<file path="config.mk">
export PLATFORM = sky130hd
export DESIGN_NAME = mem_port_arbiter
export DESIGN_NICKNAME = d
export VERILOG_FILES = /design/src/rtl/mem_port_arbiter.sv
export SDC_FILE = /design/constraint.sdc
export NUM_CORES = 1
export LEC_CHECK = 0
export ABC_AREA = 1
export CORE_ASPECT_RATIO = 1.5
export CORE_MARGIN = 2
export CORE_UTILIZATION = 35
export CTS_CLUSTER_DIAMETER = 200
export DETAILED_ROUTE_END_ITERATION = 7
export PLACE_DENSITY = 0.68
export SLEW_MARGIN = 20
export SYNTH_ARGS = -nofsm -noshare
export SYNTH_HDL_FRONTEND = slang
export SYNTH_SLANG_ARGS = --single-unit
</file>
<file path="constraint.sdc">
create_clock -name i_clk -period 1.2 [get_ports i_clk]
set_input_delay 0.3 -clock i_clk [delete_from_list [all_inputs] [get_ports i_clk]]
set_output_delay 0.3 -clock i_clk [all_outputs]
set_load 0.02 [all_outputs]
</file>
<file path="src/rtl/mem_port_arbiter.sv">
// Shares one synchronous memory port between instruction fetch and load/store.
// Round-robin arbitration, one access in flight, fixed memory latency.
module mem_port_arbiter #(
    parameter int unsigned ADDR_W  = 32,
    parameter int unsigned DATA_W  = 32,
    parameter int unsigned MEM_LAT = 2
) (
    input  logic              i_clk,
    input  logic              i_rst_n,
    input  logic              i_if_req,
    input  logic [ADDR_W-1:0] i_if_addr,
    output logic              o_if_gnt,
    output logic              o_if_rvalid,
    output logic [DATA_W-1:0] o_if_rdata,
    input  logic              i_ls_req,
    input  logic              i_ls_we,
    input  logic [ADDR_W-1:0] i_ls_addr,
    input  logic [DATA_W-1:0] i_ls_wdata,
    output logic              o_ls_gnt,
    output logic              o_ls_rvalid,
    output logic [DATA_W-1:0] o_ls_rdata,
    output logic              o_mem_en,
    output logic              o_mem_we,
    output logic [ADDR_W-1:0] o_mem_addr,
    output logic [DATA_W-1:0] o_mem_wdata,
    input  logic [DATA_W-1:0] i_mem_rdata,
    output logic              o_busy
);

    typedef enum logic [1:0] {StIdle, StAccess, StResp} state_e;

    state_e            r_state, w_state;
    logic [2:0]        r_cnt, w_cnt;
    logic              r_last_ls, w_last_ls;
    logic              r_win_ls, w_win_ls;
    logic              r_store, w_store;
    logic              r_mem_en, w_mem_en;
    logic              r_mem_we, w_mem_we;
    logic [ADDR_W-1:0] r_mem_addr, w_mem_addr;
    logic [DATA_W-1:0] r_mem_wdata, w_mem_wdata;
    logic              r_if_gnt, w_if_gnt;
    logic              r_ls_gnt, w_ls_gnt;
    logic              r_if_rvalid, w_if_rvalid;
    logic              r_ls_rvalid, w_ls_rvalid;
    logic [DATA_W-1:0] r_if_rdata, w_if_rdata;
    logic [DATA_W-1:0] r_ls_rdata, w_ls_rdata;
    logic              w_pick_ls;

    // LS wins if alone, or if both ask and IF was served last.
    assign w_pick_ls = i_ls_req && (!i_if_req || !r_last_ls);

    always_comb begin
        w_state     = r_state;
        w_cnt       = r_cnt;
        w_last_ls   = r_last_ls;
        w_win_ls    = r_win_ls;
        w_store     = r_store;
        w_mem_en    = 1'b0;
        w_mem_we    = 1'b0;
        w_mem_addr  = r_mem_addr;
        w_mem_wdata = r_mem_wdata;
        w_if_gnt    = 1'b0;
        w_ls_gnt    = 1'b0;
        w_if_rvalid = 1'b0;
        w_ls_rvalid = 1'b0;
        w_if_rdata  = r_if_rdata;
        w_ls_rdata  = r_ls_rdata;
        unique case (r_state)
            StIdle: begin
                if (i_if_req || i_ls_req) begin
                    w_state  = StAccess;
                    w_cnt    = 3'(MEM_LAT);
                    w_win_ls = w_pick_ls;
                    w_mem_en = 1'b1;
                    if (w_pick_ls) begin
                        w_ls_gnt   = 1'b1;
                        w_store    = i_ls_we;
                        w_mem_we   = i_ls_we;
                        w_mem_addr = i_ls_addr;
                        if (i_ls_we) begin
                            w_mem_wdata = i_ls_wdata;
                        end
                    end else begin
                        w_if_gnt   = 1'b1;
                        w_store    = 1'b0;
                        w_mem_addr = i_if_addr;
                    end
                end
            end
            StAccess: begin
                // The strobe cycle does not count: data lands MEM_LAT cycles after it.
                if (r_mem_en) begin
                    w_cnt = r_cnt;
                end else if (r_cnt == 3'd1) begin
                    w_state = StResp;
                    w_cnt   = 3'd0;
                    if (r_win_ls) begin
                        w_ls_rvalid = 1'b1;
                        if (!r_store) begin
                            w_ls_rdata = i_mem_rdata;
                        end
                    end else begin
                        w_if_rvalid = 1'b1;
                        w_if_rdata  = i_mem_rdata;
                    end
                end else begin
                    w_cnt = r_cnt - 3'd1;
                end
            end
            StResp: begin
                w_state   = StIdle;
                w_last_ls = r_win_ls;
            end
            default: w_state = StIdle;
        endcase
    end

    always_ff @(posedge i_clk or negedge i_rst_n) begin
        if (!i_rst_n) begin
            r_state     <= StIdle;
            r_cnt       <= 3'd0;
            r_last_ls   <= 1'b1;
            r_win_ls    <= 1'b0;
            r_store     <= 1'b0;
            r_mem_en    <= 1'b0;
            r_mem_we    <= 1'b0;
            r_mem_addr  <= '0;
            r_mem_wdata <= '0;
            r_if_gnt    <= 1'b0;
            r_ls_gnt    <= 1'b0;
            r_if_rvalid <= 1'b0;
            r_ls_rvalid <= 1'b0;
            r_if_rdata  <= '0;
            r_ls_rdata  <= '0;
        end else begin
            r_state     <= w_state;
            r_cnt       <= w_cnt;
            r_last_ls   <= w_last_ls;
            r_win_ls    <= w_win_ls;
            r_store     <= w_store;
            r_mem_en    <= w_mem_en;
            r_mem_we    <= w_mem_we;
            r_mem_addr  <= w_mem_addr;
            r_mem_wdata <= w_mem_wdata;
            r_if_gnt    <= w_if_gnt;
            r_ls_gnt    <= w_ls_gnt;
            r_if_rvalid <= w_if_rvalid;
            r_ls_rvalid <= w_ls_rvalid;
            r_if_rdata  <= w_if_rdata;
            r_ls_rdata  <= w_ls_rdata;
        end
    end

    assign o_if_gnt    = r_if_gnt;
    assign o_ls_gnt    = r_ls_gnt;
    assign o_if_rvalid = r_if_rvalid;
    assign o_ls_rvalid = r_ls_rvalid;
    assign o_if_rdata  = r_if_rdata;
    assign o_ls_rdata  = r_ls_rdata;
    assign o_mem_en    = r_mem_en;
    assign o_mem_we    = r_mem_we;
    assign o_mem_addr  = r_mem_addr;
    assign o_mem_wdata = r_mem_wdata;
    assign o_busy      = (r_state != StIdle);

endmodule
</file>
* Word-level counts from Yosys, hierarchy flattened
Cells that the tools add are included.
Widths: inputs -> output; s select.
** Storage, ports and cells
- Bits in registers :: 142
- Bits of input ports :: 133
- Output and inout bits :: 135
- Word-level logic and storage cells :: 67
** Operators by class
- Add/subtract/negate cells :: 1
- Equal/unequal tests :: 6
- Muxes and demuxes :: 28
- Bitwise gates (word level) :: 3
- Reductions and logical operators :: 14
** Operators with widths (count)
- $mux 32 :: 1
- $mux 1 :: 19
- $mux 3 :: 3
- $reduce_and 4->1 :: 2
- $mux 2 :: 3
- $ne 2x2->1 const B :: 3
- $pmux 3 s2 :: 1
- $reduce_and 3->1 :: 2
- $reduce_and 5->1 :: 1
- $pmux 2 s2 :: 1
- $reduce_bool 2->1 :: 2
- $eq 3x1->1 const B :: 1
- $not 1->1 :: 3
- $sub 3x1->3 const B :: 1
- $eq 2x1->1 const B :: 1
- $eq 2x2->1 const B :: 1
- $logic_not 1->1 :: 2
- $logic_not 2->1 :: 1
- $logic_or 1x1->1 :: 2
- $reduce_and 2->1 :: 1
- $logic_and 1x1->1 :: 1

* Logic depth before layout (Yosys ltp)
- Depth in word-level cells :: 6
- Depth in mapped cells :: 8
- Depth with buffers taken out :: 7

* Least setup slack after synthesis
OpenSTA, ideal clock, no wires.
- Path kind :: register to register
- Start point :: register r_cnt[1]
- End point :: register r_ls_rdata[10] (netlist: o_ls_rdata[10])
- Data arrival time :: 1.251 ns
- Path slack :: -0.168 ns
- Cell stages (with the launch flop) :: 9
- Buffers on the path :: 1
- Clock period less this slack :: 1.368 ns
- Cells stage by stage :: dfrtp_1 inv_1 ha_1 inv_1 nor3_2 nand2_1 buf_2 nand2_1 nand2_1
** Between the ends
- Word-level cells in the longest chain between the ends :: 2
** RTL lines
- from (decl) :: RTL line 33 : logic [2:0] r_cnt, w_cnt;
- from (signal assigned) :: RTL line 137 : r_cnt <= w_cnt;
- $eq 3x1->1 :: RTL line 94 : end else if (r_cnt == 3'd1) begin
- $reduce_and 5->1 (no line)
- to (signal assigned) :: RTL line 150 : r_ls_rdata <= w_ls_rdata;
- to (decl) :: RTL line 46 : logic [DATA_W-1:0] r_ls_rdata, w_ls_rdata;
Every way passes these cells.
A chain may end at the register's enable or synchronous reset.

* Worst setup path after layout
- Start point :: register r_cnt[1]
- End point :: register r_ls_rdata[2] (netlist: o_ls_rdata[2])
Same word-level chain as after synthesis.

==> results.cfg <==
[run_status]
outcome = finished with violations
violations = negative setup slack

[routing]
avgRoutedWirePerCell_um = 18.4
vias = 6697
via_per_inst = 4.89
first_pass_iters = 4
ant_nets = 0
wl_um = 25200
drt-initial-drc-count = 404
drc = 0

[final_layout]
diodes = 0
drive_gt1_frac = 0.500
nets = 1283
syn_to_final_growth_pct = 114

[yosys]
synth_area_leaders = dfrtp_1 59%, nand2_1 23%, nand3_1 8.5%, buf_2 2.6%, nand3b_1 2.1%
syn-cell-area_sq_um = 6020
ys_ff_latch = 142
yosysUniqueCellTypes = 18
synth.most_common_cell = nand2_1
synth_nets = 858
yosysTopAreaCell = dfrtp_1
async_reset_ff_frac = 1.00
syn_inst = 723
synth_edf_count = 0
syn_area_per_cell_sq_um = 8.32
synthTopCellsByCount = 369 x nand2_1, 141 x dfrtp_1, 102 x nand3_1, 31 x buf_2, 29 x inv_1
seq_area_frac_synth = 0.591
ys_warn_count = 0
yosys.area.top_type_share = 0.587
yosys_most_used_dff = dfrtp_1

[timing]
worst_pin_slew_ps = 347
finalHoldViolCount = 0
slew_headroom = 0.769
fin_skew_ps = 13.2
timing.setup.tns_ps = -28450
max_freq_mhz = 672
setup_ws_ps = -288
post-route-period-util = 1.24
timing.final.max_slew_violations = 0
period_needed_ps = 1490
finalSetupViolCount = 271
rsz0062_at_grt = true

[pwr]
power_switching_mw = 14.2
p_seq_frac = 0.252
ir_drop_uv = 1810
power_density_nw_per_um2 = 2820
p_leak_nw = 6.38
switching_share = 0.391
p_int_mw = 22.1
pwr-share-comb = 0.587
power_frac_clock = 0.161

[die]
io_pins = 268
core_sq_um = 16800
die_w_um = 111
start_util = 0.357
die_h_um = 165
core.rowCount = 58
die_area_sq_um = 18300

[setup_path]
crit_type = reg2reg
r2r_cells = 9
crit_required_ps = 1490
start_kind = register
cp-end-kind = register
worstPathArrival_ps = 1770
crit_path_max_fanout = 7

[placed_design]
hpwlAfterDp_um = 13400
portBuffers = 267
place_ws_ps = -492
place_congestion = 0.789

[clocking]
clkSlewWorstSetupHoldPaths_ps = 70
cts-root-buf = clkbuf_16
htreeDepth = 4
cts_tree = done
insertion_delay_ps = 410
cts.sinks = 142
cts_inserted_buffers = 17
clk_path_buf_depth = 2

[global_route]
antenna_found_initial = 0
track_usage = 0.247
overflow = 0
grt_pass1_wl_um = 35300
grt_max_degree = 34
grt_pass1_vias = 6657

[worst_hold_path]
holdCritPathClass = in2async

[flow_run]
drv_cap = 0
## per-stage QoR
step                power [mW]  std cells  instance area [sq um]  utilization  hold slack (ps)
CTS                       33.7       1320                  11900        0.706              352
detailed placement        22.1       1207                   9320        0.553              222
global route              37.9       1369                  12900        0.764              343
finish                    36.3       1369                  12900        0.764              349
global placement          21.9       1207                   9320        0.553              217
floorplan                 15.0        723                   6120            -             4.41
## power groups by stage
| stage | sequential (mW) | combinational, mW | clock, mW |
|---|---|---|---|
| 2_1_floorplan | 11.2 | 3.82 | 0 |
| 3_3_place_gp | 8.49 | 13.4 | 0 |
| 3_5_place_dp | 8.51 | 13.6 | 0 |
| 4_1_cts | 8.96 | 18.8 | 5.92 |
| 6_report | 9.14 | 21.3 | 5.84 |
| 5_1_grt | 9.34 | 22.4 | 6.17 |
## critical path, cell delays in order (launching register included)
cell and delay [ps]:
dfrtp_1 370, inv_2 70, ha_4 160, inv_4 40, nor3_4 190, buf_6 140, nand2_8 90, clkbuf_16 190
nand2_1 60, nand2_1 60
## path summary, 6_finish.rpt
path	startpoint	end	slack, ps
worst max-delay path	r_cnt[1]$_DFFE_PN0P_	o_ls_rdata[2]$_DFFE_PN0P_	-290
worst min-delay path	i_rst_n	o_mem_addr[7]$_DFFE_PN0P_	350
worst max register to register	r_cnt[1]$_DFFE_PN0P_	o_ls_rdata[2]$_DFFE_PN0P_	-290
worst min register to register	o_ls_rdata[14]$_DFFE_PN0P_	o_ls_rdata[14]$_DFFE_PN0P_	510
max in group asynchronous	i_rst_n	o_if_rdata[18]$_DFFE_PN0P_	340
min in group i_clk	i_ls_wdata[11]	o_mem_wdata[11]$_DFFE_PN0P_	420
## repair_timing
action / CTS / global route
pin swaps: 93 / 68
hold endpoints to repair: 22 / 0
resized for setup: 961 / 195
buffers inserted: 61 / 55
cloned: 23 / 5
hold buffers: 1 / 0
setup endpoints to repair: 272 / 274
## cells by family (layout without fill, tap and decap cells)
group | count (synthesis) | after routing | synth area share
AOI/OAI and AO/OA | 5 | 5 | 0.00458
xor gates and xnor gates | 1 | 1 | 0.00146
adders and majority gates | 2 | 2 | 0.00416
buffers and inverters | 75 | 511 | 0.0532
DFF | 142 | 142 | 0.591
and+or+nand+nor | 498 | 498 | 0.346
## placed cells by master (no fill, tap or decap), types with 5 or more instances in the layout
cell type,count
bufinv_16,5
buf_4,115
nand3_1,37
buf_6,152
nand3_2,58
clkdlybuf4s50_1,130
dfrtp_1,140
buf_12,26
nand3b_1,17
inv_2,7
nand2_4,54
nand3_4,7
inv_6,6
inv_1,23
nand2_1,221
nand2_2,90
buf_16,13
clkbuf_16,22
## layout make-up
class / count / area (sq um)
multi-input combinational: 506 / 3260
timing repair buffer: 447 / 4990
inverter: 34 / 143
clock inverter: 12 / 206
sequential: 142 / 3560
clock buffer: 18 / 439
tap: 210 / 263
fill: 1134 / 3980
## sequential cells by signal (all words and copies together) (netlist names), 2 cells and up
register and count:
r_state 2, o_if_rdata 32, r_cnt 3, o_mem_addr 32, o_ls_rdata 32, o_mem_wdata 32
## metal layers
| metal | GRT usage | routed length (um) | up-vias |
|---|---|---|---|
| met3 | 0.0470 | 954 | 73 |
| li1 | - | - | 3112 |
| met5 | 0 | 0 | - |
| met4 | 0.0993 | 1280 | 0 |
| met2 | 0.494 | 14500 | 247 |
| met1 | 0.249 | 8480 | 3265 |
Power figures use the tool's default switching activity.
==> variant 1: new RTL, same settings <==
The parameter `DATA_W` goes from 32 to 48.
--- a/src/rtl/mem_port_arbiter.sv
+++ b/src/rtl/mem_port_arbiter.sv
@@ -4,3 +4,3 @@
     parameter int unsigned ADDR_W  = 32,
-    parameter int unsigned DATA_W  = 32,
+    parameter int unsigned DATA_W  = 48,
     parameter int unsigned MEM_LAT = 2
Ports: changed (5 resized); port bits go from 268 to 348. The function was not compared with the original's and may differ.
==> variant 1 against the original RTL <==
- the run still ends with negative setup slack left
- worst setup slack improved by 0.049 ns
- routed wire length increased by 8.8%
- first-iteration DRC count down 18%
- total power grew 6.9%
- synthesized area is 31% higher
- die area grew 30%
- hold slack lost 0.023 ns
- design area is 7.2% higher
- sequential cell count increased by 48
==> variant 1: results (changes against the original RTL) <==
metric,value,unit,change
synthTopCellsByCount,"nand2_1, dfrtp_1, nand3_1, buf_2, inv_1",,
yosysUniqueCellTypes,21,,+3
final.fill_count,1903,,+68%
holdWs,0.3255,ns,-0.02322 ns
core,0.02222,sq mm,+32%
run_status,finished with violations,,
vias,7775,,+16%
grt_pass1_vias,7877,,+18%
dr.first_iter.drc_count,333,,-18%
numPortBuffers,347,,+30%
ys_top_cells_by_area,"dfrtp_1, nand2_1, nand3_1",,
yosysSeqAreaShare,0.6057,,+0.01485
dr_wl_met3,1783,microns,+87%
grt_use_met1,0.2582,,+0.009719
fin_setup_tns,-40.17,ns,-11.72 ns
final_layout_size_suffix_gt1_frac,0.2827,,-0.2169
use_met3,0.06150,,+0.01453
post-dp-hpwl,17790,microns,+32%
synthAdderAreaFrac,0.003187,,-0.0009725
vdd_ir_drop_max,1447,uV,-20%
gp_congestion,0.8321,,+5.5%
violations,negative setup slack,,
grt_usage,0.2248,,-0.02188
layout.nets,1523,,+19%
clk_latency,0.43,ns,+0.02 ns
grt_first_pass_wirelength,41920,microns,+19%
m1WireLength,10470,microns,+23%
grt_max_degree,50,,+47%
setup_viol,367,,+35%
async_flop_share,1.000,,unchanged
skew,0.007449,ns,-0.005799 ns
wl_met2,14290,microns,-1.3%
post-place-ws,-0.4533,ns,+0.03882 ns
timing.final.ws_setup,-0.2396,ns,+0.04883 ns
antenna_cells,0,,unchanged
path_max_fanout,18,,+11
syn_nets,1099,,+28%
rr_endpoint,o_ls_rdata[1]$_DFFE_PN0P_,,
synth-compound-area-share,0.003347,,-0.001229
cp-startpoint,r_state[1]$_DFFE_PN0P_,,
variant 1: cells by family (layout without fill, tap and decap cells):
kind of cell / Yosys count / count (layout)
AND/OR/NAND/NOR: 660 / 660
flip-flops: 190 / 190
buffers and inverters: 74 / 511
AO/OA/AOI/OAI: 5 / 5
adder cells (fa/ha/maj): 2 / 2
XOR/XNOR: 1 / 1
variant 1: layout make-up:
class | instances | area [sq um] | share of cell area
inverter | 17 | 68.82 | 0.004990
clock inverter | 15 | 172.7 | 0.01252
sequential | 190 | 4757 | 0.3450
multi-input combinational | 668 | 2937 | 0.2130
tap | 276 | 345.3 | 0.02504
clock buffer | 17 | 425.4 | 0.03085
timing repair buffer | 462 | 5084 | 0.3687
variant 1: power breakdown:
group,internal [uW],switching [uW]
logic,10500,10500
registers,9580,2440
clock network,3140,2680
variant 1: per-stage QoR:
stage | cell area [sq um] | cells | utilization | power (uW)
final | 13790 | 1645 | 0.6207 | 38830
after global routing | 13790 | 1645 | 0.6207 | 41080
after CTS | 13470 | 1636 | 0.6061 | 38100
after detailed placement | 12010 | 1553 | 0.5406 | 29400
after global placement | 12010 | 1553 | 0.5406 | 29150
after floorplan | 7944 | 932 | - | 19870
variant 1: critical path, cell delays in order, from the launching register on:
cell	delay, ns
dfrtp_1	0.40
inv_2	0.09
buf_4	0.12
nand2_2	0.06
nor2_4	0.14
buf_6	0.13
nand2_8	0.09
buf_16	0.17
nand2_1	0.07
nand2_1	0.05
variant 1: what timing repair did:
| action | in CTS | in global routing |
|---|---|---|
| setup buffers | 43 | 3 |
| hold endpoints to repair | 21 | 0 |
| setup endpoints to repair | 370 | 370 |
| resized for setup | 1112 | 51 |
| hold buffers | 1 | 0 |
| pin swaps | 6 | 22 |
| cloned | 7 | 7 |
==> variant 2: new RTL, same flow settings <==
Without the edit above. Encoding of `state_e`: now one-hot (3 bits for 3 states).
--- a/src/rtl/mem_port_arbiter.sv
+++ b/src/rtl/mem_port_arbiter.sv
@@ -29,3 +29,3 @@
 
-    typedef enum logic [1:0] {StIdle, StAccess, StResp} state_e;
+    typedef enum logic [2:0] {StIdle = 3'b001, StAccess = 3'b010, StResp = 3'b100} state_e;
 
Formal check against the unedited RTL: no difference found for any inputs over 4 cycles, from zero or initial values and one cycle with i_rst_n low; so few cycles prove little.
==> variant 2 against the original RTL <==
- the flow still finishes with violations (negative setup slack)
- via count shrank 7.8%
- routed wire length shrank 17%
- sequential cell count grew 1
- sequential power shrank 15%
- utilization shrank 9.2 points
- sequential share of layout area grew 4.1 points
- design area shrank 12%
- total power shrank 27%
- global-route usage shrank 3.7 points
- first-iteration DRC count shrank 26%
- synthesized area is essentially flat
- worst setup slack lost 0.068 ns
==> variant 2: results (changes against the original RTL) <==
metric,value,unit,change
run_status,finished with violations,,
violations,negative setup slack,,
place_inst,1187,,-1.7%
p_clk,6030,uW,+3%
worst_slew_pin_slew,0.4702,ns,+0.1232 ns
wl_met2,11450,microns,-21%
p_seq_frac,0.294,,+0.042
synthAdderAreaFrac,0.004162,,about the same
timing.final.ws_setup,-0.3566,ns,-0.06824 ns
multiInputCombCellCount,499,,-1.4%
grt_max_degree,37,,+8.8%
cts_setup_buffers,26,,-57%
inv_count,17,,-50%
place_area,0.009330,sq mm,+0.15%
post-place-ws,-0.5925,ns,-0.1003 ns
setup_viol,275,,+1.5%
vdd_ir_drop_max,1221,uV,-32%
path_max_fanout,6,,-1
multi_input_area,0.002489,sq mm,-24%
numClockSinks,143,,+0.70%
dr_wl_met3,989,microns,+3.7%
clkCellAreaFrac,0.05895,,+0.008748
n_clock_buffer,19,,+1
signal_buffers,387,,-13%
fin_setup_tns,-45.20,ns,-16.75 ns
p_leak,0.005198,uW,-19%
m1WireLength,7418,microns,-13%
gp_congestion,0.8077,,+2.4%
## variant 2: changes by cell type after synthesis, sizes merged, moves of 5 or more
cell	unedited run	this run
buf	31	24
clkbuf	10	15
inv	34	14
nand2	369	320
nand3	102	39
nand3b	17	0
nor2	8	30
o21ai	4	104
## variant 2: final timing paths
kind / from / endpoint / slack [ns] / depth (start not counted)
min in group i_clk: i_ls_wdata[15] / o_mem_wdata[15]$_DFFE_PN0P_ / 0.42 / 3
worst min-delay path: i_rst_n / o_ls_rdata[16]$_DFFE_PN0P_ / 0.35 / 2
max in group asynchronous: i_rst_n / o_mem_wdata[18]$_DFFE_PN0P_ / 0.35 / 3
worst max-delay path: r_state[0]$_DFFE_PN1P_ / o_ls_rdata[22]$_DFFE_PN0P_ / -0.36 / 9
worst min register to register: o_if_rdata[25]$_DFFE_PN0P_ / o_if_rdata[25]$_DFFE_PN0P_ / 0.50 / 2
worst max register to register: r_state[0]$_DFFE_PN1P_ / o_ls_rdata[22]$_DFFE_PN0P_ / -0.36 / 9
